$ cat src/rtl/rf_wb_arbiter_pkg.sv
// Shared types and constants for the register-file writeback arbiter.
// Imported by the interface, the scoreboard and the arbiter top.
package rf_wb_arbiter_pkg;

    localparam int XLEN       = 32;
    localparam int REG_ADDR_W = 5;
    localparam int NUM_REGS   = 1 << REG_ADDR_W;

    localparam logic [REG_ADDR_W-1:0] ZERO_REG = '0;

    typedef enum logic [1:0] {
        IDLE  = 2'd0,
        WAIT  = 2'd1,
        FORCE = 2'd2
    } state_t;

endpackage

$ cat src/rtl/rf_wb_arbiter_if.sv
// Bundle of ALU, long-latency, issue, hazard and RF write-port signals.
// The arbiter sits on the slave side; the surrounding pipeline on master.
interface rf_wb_arbiter_if;
    import rf_wb_arbiter_pkg::*;

    logic                  alu_we;
    logic [REG_ADDR_W-1:0] alu_rd;
    logic [XLEN-1:0]       alu_wd;
    logic                  alu_stall;

    logic                  lu_valid;
    logic [REG_ADDR_W-1:0] lu_rd;
    logic [XLEN-1:0]       lu_wd;
    logic                  lu_ready;

    logic                  iss_valid;
    logic [REG_ADDR_W-1:0] iss_rd;
    logic                  iss_ready;

    logic [REG_ADDR_W-1:0] chk_a1;
    logic [REG_ADDR_W-1:0] chk_a2;
    logic                  raw_hazard;

    logic                  rf_we;
    logic [REG_ADDR_W-1:0] rf_a3;
    logic [XLEN-1:0]       rf_wd;

    logic                  err_waw;

    modport master (
        output alu_we, alu_rd, alu_wd,
        input  alu_stall,
        output lu_valid, lu_rd, lu_wd,
        input  lu_ready,
        output iss_valid, iss_rd,
        input  iss_ready,
        output chk_a1, chk_a2,
        input  raw_hazard,
        input  rf_we, rf_a3, rf_wd,
        input  err_waw
    );

    modport slave (
        input  alu_we, alu_rd, alu_wd,
        output alu_stall,
        input  lu_valid, lu_rd, lu_wd,
        output lu_ready,
        input  iss_valid, iss_rd,
        output iss_ready,
        input  chk_a1, chk_a2,
        output raw_hazard,
        output rf_we, rf_a3, rf_wd,
        output err_waw
    );

endinterface

$ cat src/rtl/rf_wb_arbiter_scoreboard.sv
// Per-register busy bits for outstanding long-latency destinations.
// x0 is never tracked; a set and clear on one register in one edge -> set.
import rf_wb_arbiter_pkg::*;

module rf_scoreboard (
    input  logic                  clk,
    input  logic                  reset_n,
    input  logic                  set_en,
    input  logic [REG_ADDR_W-1:0] set_addr,
    input  logic                  clr_en,
    input  logic [REG_ADDR_W-1:0] clr_addr,
    input  logic [REG_ADDR_W-1:0] rd_a1,
    input  logic [REG_ADDR_W-1:0] rd_a2,
    input  logic [REG_ADDR_W-1:0] iss_rd,
    output logic                  busy_a1,
    output logic                  busy_a2,
    output logic                  iss_free,
    output logic [NUM_REGS-1:0]   busy
);

    assign busy_a1  = busy[rd_a1];
    assign busy_a2  = busy[rd_a2];
    assign iss_free = ~busy[iss_rd];

    // Busy vector update: clear first so a same-edge set takes priority.
    always_ff @(posedge clk or negedge reset_n) begin
        if (!reset_n) begin
            busy <= '0;
        end else begin
            if (clr_en)
                busy[clr_addr] <= 1'b0;
            if (set_en && set_addr != ZERO_REG)
                busy[set_addr] <= 1'b1;
        end
    end

endmodule

$ cat src/rtl/rf_wb_arbiter.sv
// Single RF write port shared by the ALU (priority) and a long-latency
// unit, with a starvation guard and a destination scoreboard.
import rf_wb_arbiter_pkg::*;

module rf_wb_arbiter #(
    parameter int MAX_WAIT = 4
) (
    input  logic          clk,
    input  logic          reset_n,
    rf_wb_arbiter_if.slave bus
);

    localparam logic [3:0] CNT_LAST = 4'(MAX_WAIT - 1);

    state_t              state;
    logic [3:0]          wait_cnt;
    logic                rf_src_lu;
    logic [NUM_REGS-1:0] busy_vec;

    logic alu_req;
    logic alu_take;
    logic lu_ready;
    logic lu_write;
    logic iss_set;
    logic clr_en;
    logic busy_a1;
    logic busy_a2;
    logic iss_free;

    assign alu_req  = bus.alu_we & (bus.alu_rd != ZERO_REG);
    assign alu_take = alu_req & (state != FORCE);
    assign lu_ready = bus.lu_valid & ~alu_take;
    assign lu_write = lu_ready & (bus.lu_rd != ZERO_REG);

    assign bus.lu_ready  = lu_ready;
    assign bus.alu_stall = (state == FORCE) & alu_req;

    assign iss_set = bus.iss_valid & iss_free
                   & (bus.iss_rd != ZERO_REG);
    assign bus.iss_ready = iss_free;

    // Release busy only when the LU result actually commits to the RF.
    assign clr_en = bus.rf_we & rf_src_lu;

    assign bus.raw_hazard = busy_a1 | busy_a2;

    rf_scoreboard u_sb (
        .clk      (clk),
        .reset_n  (reset_n),
        .set_en   (iss_set),
        .set_addr (bus.iss_rd),
        .clr_en   (clr_en),
        .clr_addr (bus.rf_a3),
        .rd_a1    (bus.chk_a1),
        .rd_a2    (bus.chk_a2),
        .iss_rd   (bus.iss_rd),
        .busy_a1  (busy_a1),
        .busy_a2  (busy_a2),
        .iss_free (iss_free),
        .busy     (busy_vec)
    );

    // Starvation guard: count blocked LU cycles, then lock out the ALU.
    always_ff @(posedge clk or negedge reset_n) begin
        if (!reset_n) begin
            state    <= IDLE;
            wait_cnt <= '0;
        end else begin
            unique case (state)
                IDLE: begin
                    if (bus.lu_valid && !lu_ready) begin
                        if (CNT_LAST == 4'd0) begin
                            state    <= FORCE;
                            wait_cnt <= '0;
                        end else begin
                            state    <= WAIT;
                            wait_cnt <= 4'd1;
                        end
                    end
                end
                WAIT: begin
                    if (lu_ready || !bus.lu_valid) begin
                        state    <= IDLE;
                        wait_cnt <= '0;
                    end else if (wait_cnt >= CNT_LAST) begin
                        state    <= FORCE;
                        wait_cnt <= '0;
                    end else begin
                        wait_cnt <= wait_cnt + 4'd1;
                    end
                end
                FORCE: begin
                    if (lu_ready || !bus.lu_valid) begin
                        state    <= IDLE;
                        wait_cnt <= '0;
                    end
                end
                default: begin
                    state    <= IDLE;
                    wait_cnt <= '0;
                end
            endcase
        end
    end

    // Registered write port: the cycle's winner drives the RF next cycle.
    always_ff @(posedge clk or negedge reset_n) begin
        if (!reset_n) begin
            bus.rf_we <= 1'b0;
            bus.rf_a3 <= '0;
            bus.rf_wd <= '0;
            rf_src_lu <= 1'b0;
        end else if (alu_take) begin
            bus.rf_we <= 1'b1;
            bus.rf_a3 <= bus.alu_rd;
            bus.rf_wd <= bus.alu_wd;
            rf_src_lu <= 1'b0;
        end else if (lu_write) begin
            bus.rf_we <= 1'b1;
            bus.rf_a3 <= bus.lu_rd;
            bus.rf_wd <= bus.lu_wd;
            rf_src_lu <= 1'b1;
        end else begin
            bus.rf_we <= 1'b0;
            rf_src_lu <= 1'b0;
        end
    end

    // Sticky flag: ALU overwrote a register still owed by the LU.
    always_ff @(posedge clk or negedge reset_n) begin
        if (!reset_n)
            bus.err_waw <= 1'b0;
        else if (alu_take && busy_vec[bus.alu_rd])
            bus.err_waw <= 1'b1;
    end

endmodule

$ cat src/flat_wrapper.sv
// flat-port wrapper written by rule: the top's interface ports become plain ports
module rf_wb_arbiter_flat 
#(
    parameter int MAX_WAIT = 4
)
  (clk, reset_n, bus_alu_we, bus_alu_rd, bus_alu_wd, bus_alu_stall, bus_lu_valid, bus_lu_rd, bus_lu_wd, bus_lu_ready, bus_iss_valid, bus_iss_rd, bus_iss_ready, bus_chk_a1, bus_chk_a2, bus_raw_hazard, bus_rf_we, bus_rf_a3, bus_rf_wd, bus_err_waw);
  rf_wb_arbiter_if bus_i ();
  input  logic clk;
  input  logic reset_n;
  input wire logic [$bits(bus_i.alu_we)-1:0] bus_alu_we;
  input wire logic [$bits(bus_i.alu_rd)-1:0] bus_alu_rd;
  input wire logic [$bits(bus_i.alu_wd)-1:0] bus_alu_wd;
  output wire logic [$bits(bus_i.alu_stall)-1:0] bus_alu_stall;
  input wire logic [$bits(bus_i.lu_valid)-1:0] bus_lu_valid;
  input wire logic [$bits(bus_i.lu_rd)-1:0] bus_lu_rd;
  input wire logic [$bits(bus_i.lu_wd)-1:0] bus_lu_wd;
  output wire logic [$bits(bus_i.lu_ready)-1:0] bus_lu_ready;
  input wire logic [$bits(bus_i.iss_valid)-1:0] bus_iss_valid;
  input wire logic [$bits(bus_i.iss_rd)-1:0] bus_iss_rd;
  output wire logic [$bits(bus_i.iss_ready)-1:0] bus_iss_ready;
  input wire logic [$bits(bus_i.chk_a1)-1:0] bus_chk_a1;
  input wire logic [$bits(bus_i.chk_a2)-1:0] bus_chk_a2;
  output wire logic [$bits(bus_i.raw_hazard)-1:0] bus_raw_hazard;
  output wire logic [$bits(bus_i.rf_we)-1:0] bus_rf_we;
  output wire logic [$bits(bus_i.rf_a3)-1:0] bus_rf_a3;
  output wire logic [$bits(bus_i.rf_wd)-1:0] bus_rf_wd;
  output wire logic [$bits(bus_i.err_waw)-1:0] bus_err_waw;
  assign bus_i.alu_we = bus_alu_we;
  assign bus_i.alu_rd = bus_alu_rd;
  assign bus_i.alu_wd = bus_alu_wd;
  assign bus_alu_stall = bus_i.alu_stall;
  assign bus_i.lu_valid = bus_lu_valid;
  assign bus_i.lu_rd = bus_lu_rd;
  assign bus_i.lu_wd = bus_lu_wd;
  assign bus_lu_ready = bus_i.lu_ready;
  assign bus_i.iss_valid = bus_iss_valid;
  assign bus_i.iss_rd = bus_iss_rd;
  assign bus_iss_ready = bus_i.iss_ready;
  assign bus_i.chk_a1 = bus_chk_a1;
  assign bus_i.chk_a2 = bus_chk_a2;
  assign bus_raw_hazard = bus_i.raw_hazard;
  assign bus_rf_we = bus_i.rf_we;
  assign bus_rf_a3 = bus_i.rf_a3;
  assign bus_rf_wd = bus_i.rf_wd;
  assign bus_err_waw = bus_i.err_waw;
  rf_wb_arbiter #(.MAX_WAIT(MAX_WAIT)) u_core (.clk(clk), .reset_n(reset_n), .bus(bus_i));
endmodule
$ cat config.mk
export PLATFORM = sky130hd
export DESIGN_NAME = rf_wb_arbiter_flat
export DESIGN_NICKNAME = d
export VERILOG_FILES = /design/src/rtl/rf_wb_arbiter_pkg.sv /design/src/rtl/rf_wb_arbiter_if.sv /design/src/rtl/rf_wb_arbiter_scoreboard.sv /design/src/rtl/rf_wb_arbiter.sv /design/src/flat_wrapper.sv
export SDC_FILE = /design/constraint.sdc
export NUM_CORES = 1
export LEC_CHECK = 0
export ABC_CLOCK_PERIOD_IN_PS = 4700
export BUFFER_PORTS_ARGS = -buffer_cell sky130_fd_sc_hd__buf_2
export CAP_MARGIN = 25
export CORE_MARGIN = 2
export CORE_UTILIZATION = 30
export CTS_CLUSTER_SIZE = 14
export DETAILED_ROUTE_END_ITERATION = 12
export GPL_ROUTABILITY_DRIVEN = 0
export GPL_TIMING_DRIVEN = 0
export HOLD_SLACK_MARGIN = 0.02
export SYNTH_ARGS = -nofsm -noshare
export SYNTH_HDL_FRONTEND = slang
export SYNTH_SLANG_ARGS = --single-unit
$ cat constraint.sdc
create_clock -name clk -period 4.7 [get_ports clk]
set_input_delay 0.47 -clock clk [delete_from_list [all_inputs] [get_ports clk]]
set_output_delay 0.47 -clock clk [all_outputs]
set_load 0.05 [all_outputs]
* Word level (Yosys, flattened, before mapping) *
Index checks and enable logic that the tools add are counted.

cells by class
  add/subtract/negate cells = 1
  $mul = 0
  div/mod/pow operators = 0
  order comparisons = 8
  equality and inequality tests = 6
  shift operators = 0
  muxes and demuxes = 31
  bitwise gates (word level) = 14
  reduce and logical (&&, ||, !) cells = 15

operators by type and width
  operator                                                           count
  two-way mux 32 bit                                                 4
  bitwise AND 32 bit                                                 1
  NOT 32 bit                                                         1
  OR 32 bit                                                          1
  less-than comparator 5 x 6 -> 1 bit, second input constant         5
  binary-select mux 1 bit (select 5 bit)                             4
  two-way mux 4 bit                                                  4
  nonzero test 5 bit                                                 3
  one-hot mux 4 bit (3 select lines)                                 1
  demux 1 bit (select 5 bit)                                         2
  greater-or-equal comparator 5 x 1 -> 1 bit, second input constant  2
  two-way mux 5 bit                                                  2
  two-way mux 1 bit                                                  9
  bitwise AND 1 bit                                                  8
  two-way mux 2 bit                                                  4
  one-hot mux 2 bit (3 select lines)                                 1
  logical AND 1 bit                                                  5
  adder 4 x 1 -> 4 bit, second input constant                        1
  greater-or-equal comparator 4 x 2 -> 1 bit, second input constant  1
  != test 2 bit, second input constant                               2
  != test 3 x 1 -> 1 bit, second input constant                      1
  AND reduction 3 bit                                                1
  == test 2 x 1 -> 1 bit, second input constant                      1
  == test 2 bit, second input constant                               1
  8 further kinds                                                    10

storage, ports and cells
  bits in registers = 78
  bits in latches = 0
  bits in writable memories = 0
  memory bits (read-only) = 0
  input port bits = 94
  output and inout port bits = 43
  memories kept = 0

* Logic depth before layout (Yosys ltp) *
  depth in word-level cells = 9
  mapped depth = 8

* Hierarchy *
From an unflattened synthesis, not the netlist that was laid out.

second synthesis, totals
  cells, all modules = 490
  area total of the unflattened synthesis = 4698.3 um2

modules (own cells, without submodules)
  module         times used  cells an instance  area an instance (um2)  seq. area each (um2)
  rf_wb_arbiter  1           243                2438.6                  1151.1
  rf_scoreboard  1           247                2259.7                  800.8

* Least setup slack after synthesis *
OpenSTA, ideal clock, no wires.

  kind = input-to-output
  start point = input bus_alu_rd[0]
  end point = output bus_lu_ready
  data arrival time = 2.474 ns
  data required time = 4.230 ns
  setup slack = 1.756 ns
  stages on the path = 6
  path through = buf_2 > or4_1 > o21ai_0 > a21oi_1 > clkbuf_1 > nor2_1

on the way
  word-level cells in the longest chain between the ends = 5

ends and longest elaborated chain
  what                RTL line             source
  start: declaration  flat_wrapper.sv:11   input wire logic [$bits(bus_i.alu_rd)-1:0] bus_alu_rd;
  nonzero test 5 bit  rf_wb_arbiter.sv:30  assign alu_req = bus.alu_we & (bus.alu_rd != ZERO_REG);
  bitwise AND 1 bit   rf_wb_arbiter.sv:30
  bitwise AND 1 bit   rf_wb_arbiter.sv:31  assign alu_take = alu_req & (state != FORCE);
  NOT 1 bit           rf_wb_arbiter.sv:32  assign lu_ready = bus.lu_valid & ~alu_take;
  bitwise AND 1 bit   rf_wb_arbiter.sv:32
  end: declaration    flat_wrapper.sv:17   output wire logic [$bits(bus_i.lu_ready)-1:0] bus_lu_ready;

Every way passes these cells.

* Worst setup path in the final report *
  start point = input bus_alu_rd[1]
  end point = output bus_lu_ready

The elaborated chain is that of the path after synthesis.

==> results.json <==
{
  "synthCells": 424,
  "vias": 4140,
  "ant_nets": 0,
  "antenna_found_initial": 0,
  "placed_cells": 737,
  "ys_warn_count": 0,
  "drtIter0Drc": 283,
  "cts_root_buf": "clkbuf_16",
  "fin_nets": 660,
  "crit_path_cell_trace": "clkbuf_1 > or4_1 > o21ai_0 > a21oi_1 > clkbuf_1 > nor2_1 > buf_2",
  "end_kind": "output port",
  "timing.slew.headroom": 0.582,
  "required_ns": 4.23,
  "synth_most_common_cell": "o21ai_0",
  "startpoint": "bus_alu_rd[1]",
  "dr.pass1.iters": 4,
  "netlist_area_um2": 4530,
  "ff2ff_path_depth": 5,
  "yosys-top-cells-area": "dfrtp_1 43%, mux4_2 15%, o21ai_0 9.4%",
  "grt_max_degree": 72,
  "diodes": 0,
  "crit_type": "primary input to output port",
  "clk_latency_ns": 0.34,
  "reg2reg_slack_ns": 2.51,
  "cpPeakStageDelay_ns": 0.56,
  "yosysUniqueCellTypes": 45,
  "cp_common_cell": "clkbuf_1",
  "die_area_um2": 16100,
  "synth_top_cell_by_area": "dfrtp_1",
  "clk_pin_slew_ns": 0.06,
  "cts_buffers": 9,
  "rsz0062_at_grt": "no",
  "setup_slack_ns": 1.55,
  "track_usage": 0.183,
  "die_y_um": 127,
  "fin_crit_sh": 0.671,
  "fmax_mhz": 317,
  "cp_slowest_cell": "or4_1",
  "min_period_ns": 3.15,
  "synth.avg_cell_area_um2": 10.7,
  "cts_tree": "done",
  "leakagePower_nw": 2.48,
  "cp_top_family": "buffers and inverters",
  "fillCellCount": 1503,
  "start_util": 0.309,
  "p_per_area_nw_per_um2": 404,
  "fin_tns_setup_ns": 0,
  "synth_flop_cell": "dfrtp_1",
  "min_path_type": "primary input to flip-flop",
  "cts.sinks": 78,
  "peakVddDrop_v": 0.000219,
  "pre_cts_slack_ns": 1.51,
  "hold_slack_ns": 0.330,
  "cts_resized": 0,
  "viasPerCell": 5.49,
  "area_growth_pct": 27.6,
  "start_kind": "primary input",
  "ios": 137,
  "wl_per_cell_um": 18.8,
  "grt_pass1_vias": 4271,
  "regToRegEndpoint": "u_core.u_sb.busy[18]",
  "async_flop_share": 1.00,
  "routed_wirelength_um": 14200,
  "core_um2": 14600,
  "grt_pass1_wl_um": 23100,
  "dp_hpwl_um": 10800,
  "crit_arrival_ns": 2.68,
  "synthesis.nets": 519,
  "grt.overflow.total": 0,
  "worstHoldPathCells": 3,
  "stdcell_count": 754,
  "synth_top_area_share": 0.431,
  "clockBufferDepth": 2,
  "r2r_start": "u_core.u_sb.busy[5]",
  "final_hold_viol_count": 0,
  "numPortBuffers": 128,
  "finalMaxSlewViolations": 0,
  "outcome": "finished clean",
  "worst-path-buf-inv": 3,
  "fp.dieW_um": 127,
  "finalClockSkew_ns": 0.00586,
  "h-tree-depth": 3,
  "path_depth": 7,
  "worst_slew_pin_slew_ns": 0.627,
  "crit_end": "bus_lu_ready",
  "critPathMaxFanout": 10,
  "synth-seq-cells": 78,
  "yosysSeqAreaShare": 0.431,
  "setup_viol": 0,
  "synth_edf_count": 0,
  "maxCapViolations": 0,
  "synthTopCellsByCount": "85 x o21ai_0, 78 x dfrtp_1, 49 x nand2_1",
  "core.rowCount": 44,
  "drive_gt1_frac": 0.342,
  "drc_errors": 0
}
how the worst min path moves through the flow:
stage / start / end / slack, ns
final: bus_alu_wd[13] / u_core.bus.rf_wd[13] / 0.33
after global routing: bus_alu_wd[20] / u_core.bus.rf_wd[20] / 0.34
after global placement: u_core.bus.err_waw / u_core.bus.err_waw / 0.50
after detailed placement: reset_n / u_core.bus.rf_wd[18] / 0.31
after floorplan: reset_n / u_core.bus.err_waw / 0.17
after CTS: bus_alu_wd[13] / u_core.bus.rf_wd[13] / 0.33
layer usage:
layer	GRT usage	wire length, um
met4	0.0517	198
met1	0.250	6040
met3	0.0519	1400
met5	0	0
met2	0.287	6520
cells in the final DEF, fill, tap and decap left out, types with 6 or more instances in the layout:
master,n
buf_2,134
clkbuf_1,18
clkbuf_16,9
dfrtp_1,78
inv_1,6
mux2i_1,41
mux4_2,30
nand2_1,49
nand2b_1,7
nand3b_1,6
nor2_1,12
o21ai_0,85
o21ai_1,17
sequential cells by signal, summed over array words and instances (netlist names):
| register | count |
|---|---|
| u_core.state | 2 |
| u_core.bus.err_waw | 1 |
| u_core.bus.rf_we | 1 |
| u_core.bus.rf_a3 | 5 |
| u_core.bus.rf_wd | 32 |
| u_core.rf_src_lu | 1 |
| u_core.wait_cnt | 4 |
| u_core.u_sb.busy | 32 |
worst reg2reg max path, delay by kind of cell, from the launching register on:
kind | cells | cell delay (ns)
AO/OA/AOI/OAI | 2 | 0.45
flip-flops | 1 | 0.43
multiplexers | 1 | 0.54
AND/OR/NAND/NOR | 2 | 0.70
layout make-up:
cell class	instances	area (um^2)	area share
multi-input cells	311	2410	0.417
flip-flops and latches	78	1950	0.338
repair buffers	130	681	0.118
well taps	184	230	0.0399
clock buffers	9	225	0.0390
plain buffers	29	144	0.0249
clock inverters	7	113	0.0195
inverters	6	22.5	0.00390
logic make-up (layout without fill, tap and decap cells):
kind of cell               Yosys count  in the layout  synth area share
AOI/OAI and AO/OA                  124            124             0.151
and+or+nand+nor                    112            112             0.128
DFF                                 78             78             0.431
muxes                               74             74             0.251
buffers and inverters               35            181            0.0368
adders and majority gates            1              1           0.00276
per-stage QoR:
stage / power, mW / utilization / cell area (um^2)
finish: 2.33 / 0.394 / 5770
global route: 2.45 / 0.394 / 5770
CTS: 2.34 / 0.394 / 5770
detailed placement: 1.55 / 0.371 / 5430
global placement: 1.53 / 0.369 / 5400
floorplan: 1.32 / - / 4530
what timing repair did:
| item | 4_1_cts | 5_1_grt |
|---|---|---|
| hold buffers | 1 | 0 |
| setup buffers | 0 | 0 |
| endpoints found under the hold margin | 7 | 0 |
power by group:
group          internal, mW  total (mW)  switching, mW
logic                 0.274       0.629          0.355
registers             0.779       0.915          0.136
clock network         0.516       0.789          0.273
(Power assumes the default switching activity.)
